==> config.mk <==
export PLATFORM = sky130hd
export DESIGN_NAME = pulse_to_level_converter
export DESIGN_NICKNAME = d
export VERILOG_FILES = /design/src/rtl/pulse_to_level_converter.sv
export SDC_FILE = /design/constraint.sdc
export NUM_CORES = 1
export LEC_CHECK = 0
export CORE_MARGIN = 10
export CORE_UTILIZATION = 35
export DETAILED_ROUTE_END_ITERATION = 10
export GPL_TIMING_DRIVEN = 1
export PLACE_DENSITY = 0.72
export SETUP_SLACK_MARGIN = 0.02
export SYNTH_ARGS = -nofsm -noshare
export SYNTH_HDL_FRONTEND = slang
export SYNTH_SLANG_ARGS = --single-unit
==> constraint.sdc <==
create_clock -name clk -period 1.3 [get_ports clk]
set_input_delay 0.195 -clock clk [delete_from_list [all_inputs] [get_ports clk]]
set_output_delay 0.195 -clock clk [all_outputs]
set_load 0.005 [all_outputs]
==> src/rtl/pulse_to_level_converter.sv <==
// Pulse stretcher: each accepted single-cycle event on pulse_in produces a
// level held high for HOLD_CYCLES cycles, optionally followed by a forced-low
// gap. Events that cannot be accepted are flagged (dropped) and counted in a
// saturating counter (drop_count).
module pulse_to_level_converter #(
  parameter int HOLD_CYCLES = 4,
  parameter int GAP_CYCLES  = 1,
  parameter int RETRIGGER   = 1,
  parameter int DROP_W      = 8
) (
  input  logic              clk,
  input  logic              reset_n,
  input  logic              pulse_in,
  input  logic              clear,
  output logic              level_out,
  output logic              busy,
  output logic              dropped,
  output logic [DROP_W-1:0] drop_count
);

  // Shared HOLD/GAP down-counter width: clog2(max(HOLD, GAP, 2)).
  localparam int MAX_HG  = (HOLD_CYCLES > GAP_CYCLES) ? HOLD_CYCLES : GAP_CYCLES;
  localparam int CNT_MAX = (MAX_HG < 2) ? 2 : MAX_HG;
  localparam int CW      = $clog2(CNT_MAX);

  localparam logic [CW-1:0] HOLD_LOAD = CW'(HOLD_CYCLES - 1);
  localparam logic [CW-1:0] GAP_LOAD  = CW'((GAP_CYCLES > 0) ? (GAP_CYCLES - 1) : 0);

  localparam logic [1:0] S_IDLE = 2'd0;
  localparam logic [1:0] S_HOLD = 2'd1;
  localparam logic [1:0] S_GAP  = 2'd2;

  logic [1:0]    state;
  logic [1:0]    state_nxt;
  logic [CW-1:0] cnt;
  logic [CW-1:0] cnt_nxt;
  logic          drop_evt;

  // Next-state, counter and drop-event decode; clear overrides everything.
  always_comb begin
    state_nxt = state;
    cnt_nxt   = cnt;
    drop_evt  = 1'b0;
    if (clear) begin
      state_nxt = S_IDLE;
      cnt_nxt   = '0;
    end else begin
      case (state)
        S_IDLE: begin
          if (pulse_in) begin
            state_nxt = S_HOLD;
            cnt_nxt   = HOLD_LOAD;
          end
        end
        S_HOLD: begin
          if (pulse_in && (RETRIGGER != 0)) begin
            cnt_nxt = HOLD_LOAD;
          end else begin
            drop_evt = pulse_in;
            if (cnt == '0) begin
              if (GAP_CYCLES > 0) begin
                state_nxt = S_GAP;
                cnt_nxt   = GAP_LOAD;
              end else begin
                state_nxt = S_IDLE;
                cnt_nxt   = '0;
              end
            end else begin
              cnt_nxt = cnt - CW'(1);
            end
          end
        end
        S_GAP: begin
          drop_evt = pulse_in;
          if (cnt == '0) begin
            state_nxt = S_IDLE;
            cnt_nxt   = '0;
          end else begin
            cnt_nxt = cnt - CW'(1);
          end
        end
        default: begin
          state_nxt = S_IDLE;
          cnt_nxt   = '0;
        end
      endcase
    end
  end

  // State and shared counter registers.
  always_ff @(posedge clk or negedge reset_n) begin
    if (!reset_n) begin
      state <= S_IDLE;
      cnt   <= '0;
    end else begin
      state <= state_nxt;
      cnt   <= cnt_nxt;
    end
  end

  // Drop flag and saturating drop counter.
  always_ff @(posedge clk or negedge reset_n) begin
    if (!reset_n) begin
      dropped    <= 1'b0;
      drop_count <= '0;
    end else if (clear) begin
      dropped    <= 1'b0;
      drop_count <= '0;
    end else begin
      dropped <= drop_evt;
      if (drop_evt && (drop_count != '1)) begin
        drop_count <= drop_count + DROP_W'(1);
      end
    end
  end

  assign level_out = (state == S_HOLD);
  assign busy      = (state != S_IDLE);

endmodule
# --- After elaboration in Yosys (flattened, before gate mapping) ---
# Index checks and enable logic that the tools add are counted.
word_totals:
  register_bits: 13
  inputBits: 4
  out_inout_bits: 11
  wordCells: 35
classes:
  addsub: 2
  n_eq_ne: 7
  muxes: 16
  n_reduce_logical: 6
ops:
  columns: ["operator", "count"]
  rows:
  - ["$mux 2", 9]
  - ["$mux 8", 2]
  - ["$pmux 2 s3", 2]
  - ["$ne 3x3->1 const B", 3]
  - ["$add 8x1->8 const B", 1]
  - ["$ne 8x8->1 const B", 1]
  - ["$logic_not 2->1", 2]
  - ["$reduce_and 4->1", 1]
  - ["$reduce_bool 2->1", 2]
  - ["$mux 1", 3]
  - ["$ne 3x2->1 const B", 1]
  - ["$eq 2x1->1 const B", 1]
  - ["$eq 2x2->1 const B", 1]
  - ["$sub 2x1->2 const B", 1]
  - ["$logic_and 1x1->1", 1]

# --- Longest topological paths before layout ---
depth:
  ltp_word: 6
  mapped_depth: 5
  mapped_depth_nobuf: 5

# --- Least setup slack after synthesis ---
# No wires, ideal clock.
synth_timing:
  path_kind: "register -> register"
  startpoint: "register drop_count[0]"
  endpoint: "register drop_count[1]"
  setup_ns: 0.132
  arrival_time_ns: 1.294
  required_time_ns: 1.168
  slack_ns: -0.126
  stages_incl_launch_ff: 6
  path_buffers: 0
  synth_period_minus_slack_ns: 1.426
  path_cell_list: "dfrtp_1 ha_1 nand4_1 o21ai_0 mux2i_1 nor2_1"
synth_between:
  elab_chain_len: 3
  word_cells_on_any_way: 6
synth_lines:
  columns: ["element", "line", "rtl"]
  rows:
  - ["start, declared", "18", "output logic [DROP_W-1:0] drop_count"]
  - ["start signal, assigned", "112", "drop_count <= drop_count + DROP_W'(1);"]
  - ["$add 8x1->8 / $ne 8x8->1 (equally long branches)", "112, 111", null]
  - ["$mux 8 / $logic_and 1x1->1 (equally long branches)", "111", "if (drop_evt && (drop_count != '1)) begin"]
  - ["$mux 8 / $reduce_bool 2->1 (equally long branches)", null, null]
# Parallel ways exist; a longest one is shown, timed or not. The select of a mux whose other input is x is not followed.
# A chain may end at the register's enable or synchronous reset.

# --- Worst setup path after layout ---
layout_timing:
  startpoint: "register drop_count[0]"
  endpoint: "register drop_count[7]"
# Same word-level chain as after synthesis.

==> run summary <==
Largest net degree at the start of global routing = 14
Final min period = 1.39 ns
Fillers = 171
Drt initial violations = 8
Ys async rst share = 100%
Netlist cell types = 28
DP Worst Slack = -0.334 ns
Worst Setup Start Kind = flip-flop
CTS buffer count = 3
Fmax = 717 MHz
# setup viols final = 6
Clock slew at reported path FFs = 0.08 ns
IO Count = 15
Post-synth EDFFs = 0
Failing checks = negative setup slack
Slew Viols, Final = 0
Routed Antenna Nets = 0
CP endpoint kind = flip-flop
Max-Slew Margin vs Limit = 84.7%
P_leak = 0.000558 uW
Area growth from synthesis to layout = 69.1%
Ant diodes = 0
Vias = 667
Vias in the first global route = 725
Die Width = 64.4 um
Cells after DPL = 119
Top_reg_cell synth = dfrtp_1
Routed wire length = 1.92 mm
Flop and latch count out of synthesis = 13
Fin. Hold Viols = 0
Dpl cell area = 967 um2
Slew @ Worst Pin = 0.228 ns
Die area = 0.00414 mm2
Pre-antenna DRT Iters = 4
DR vias/cell = 4.87
Share of layout cells above drive strength 1 = 48.2%
Power Density = 679 mW/mm2
Area contributors post-synth = dfrtp_1 (47%), xor2_1 (6.4%), nor2_1 (4.4%)
Clock root cell = clkbuf_4
Number of port buffers = 14
Syn Nets = 72
Sequential area share after synthesis = 47.2%
Yosys top cell area share = 47.2%
Clk sinks = 13
Total GRT Usage = 9.38%
CTS tree = yes
WP data required = 1.50 ns
Non-Filler Instances = 137
Status = complete, but fails checks
Leading area contributor after synthesis = dfrtp_1
Mapped cell area = 689 um2
DR WL/cell = 14.0 um
H-tree levels = 1
Max VDD drop = 0.457 mV
Antenna violations before repair = 0
First-pass GRT wire length = 3.23 mm
Core area = 0.00180 mm2
Finished Cell Area = 0.00117 mm2
Warnings, synthesis = 0
CP arrival = 1.60 ns
Die H = 64.4 um
Commonest cells in the netlist = dfrtp_1 (13), nor2_1 (8), a21oi_1 (5), xor2_1 (5)
Top-count cell post-synth = dfrtp_1
WS Path Type = flip-flop to flip-flop
Worst Hold Class = primary input to async pin
DRC Markers = 0
Hpwl dp = 1.30 mm
Nets = 118
Final worst path period share = 107%
Synthesized area per cell = 10.3 um2
RSZ-0062 raised after global routing = true
Initial Utilization = 38.3%
# hold bufs at CTS = 0
Max cap viols = 0
Longest Clk Path Bufs = 2
Site Rows = 15
Worst-path maximum fanout = 3
Setup WS post-layout = -0.0939 ns
Cells after Synth = 67
Placer Congestion = 0.833
Layout Skew = 0.00749 ns
Grt total ovfl = 0
Worst skew pair latency = 0.27 ns
## layout by cell type, fill, tap and decap left out, types with 2 or more instances in the layout
| cell | netlist | routed |
|---|---|---|
| a21oi_1 | 5 | 3 |
| a21oi_2 | 0 | 2 |
| and2b_2 | 3 | 3 |
| buf_4 | 0 | 21 |
| buf_6 | 0 | 9 |
| clkbuf_2 | 0 | 2 |
| clkbuf_4 | 0 | 3 |
| clkdlybuf4s15_1 | 0 | 3 |
| clkdlybuf4s50_1 | 0 | 3 |
| dfrtp_1 | 13 | 12 |
| dlygate4sd2_1 | 0 | 4 |
| mux2i_1 | 2 | 2 |
| nand2_1 | 4 | 3 |
| nand3_2 | 0 | 2 |
| nand4_1 | 2 | 2 |
| nor2_1 | 8 | 7 |
| o211ai_1 | 2 | 2 |
| o21ai_0 | 4 | 2 |
| xor2_1 | 5 | 5 |
## logic make-up (layout without fill, tap and decap cells)
family / Yosys count / count (layout) / share of synthesized area, %
xor gates and xnor gates: 5 / 5 / 6.35
buffers and inverters: 2 / 47 / 1.09
and+or+nand+nor: 30 / 30 / 26.0
DFF: 13 / 13 / 47.2
muxes: 2 / 2 / 2.90
AOI/OAI and AO/OA: 14 / 14 / 14.7
adders and majority gates: 1 / 1 / 1.81
## worst paths after layout
path,cells after the start,from,end,slack [ns]
setup / recovery,5,drop_count[0]$_DFFE_PN0P_,drop_count[7]$_DFFE_PN0P_,-0.09
hold / removal,2,reset_n,drop_count[1]$_DFFE_PN0P_,0.23
setup reg to reg,5,drop_count[0]$_DFFE_PN0P_,drop_count[7]$_DFFE_PN0P_,-0.09
hold reg to reg,2,state[1]$_DFFE_PN0P_,state[0]$_DFFE_PN0P_,0.63
max in group asynchronous,2,reset_n,state[1]$_DFFE_PN0P_,0.88
min in group clk,2,state[1]$_DFFE_PN0P_,state[0]$_DFFE_PN0P_,0.63
## registers in the layout, indices dropped and copies added, names as in the netlist
signal      count
cnt             2
drop_count      8
dropped         1
state           2
## worst max-delay path: stages, from the launching register on
cell	delay, ns
dfrtp_1	0.41
buf_6	0.12
and3_4	0.20
o2111ai_4	0.14
or3_4	0.34
a21oi_2	0.11
## power by group
group	switching, uW	internal (uW)
combinational	53.8	79.1
clock	121	118
sequential	6.25	413
## layer usage
metal | track usage (%) | part of all wire (%) | vias to the layer above
met5 | 0 | 0 | -
met4 | 2.94 | 1.3 | 0
met3 | 3.66 | 6.3 | 4
met2 | 16.9 | 52 | 16
met1 | 9.73 | 41 | 318
li1 | - | - | 329
## stage by stage
step	hold WS [ns]	setup TNS (ns)	util, %	total power (uW)
floorplan	-0.101	-0.0857	-	466
global placement	0.521	-1.75	53.7	525
detailed placement	0.531	-1.98	53.7	528
CTS	0.230	-0.155	60.6	792
global route	0.224	-0.783	64.7	843
finish	0.232	-0.321	64.7	791
## cell type report
class                      instances  area [um2]  area share, %
sequential                        13         327           28.0
multi-input combinational         52         414           35.5
inverter                           1        3.75          0.322
timing repair buffer              42         364           31.2
tap                               25        31.3           2.68
clock buffer                       4        26.3           2.25
## what timing repair did
item,4_1_cts,5_1_grt
pin swaps,6,4
hold endpoints to repair,0,0
gates resized for setup,29,18
cloned,0,0
buffers inserted,10,4
setup endpoints to repair,18,18
No activity file was read; power rests on OpenSTA's default activity.
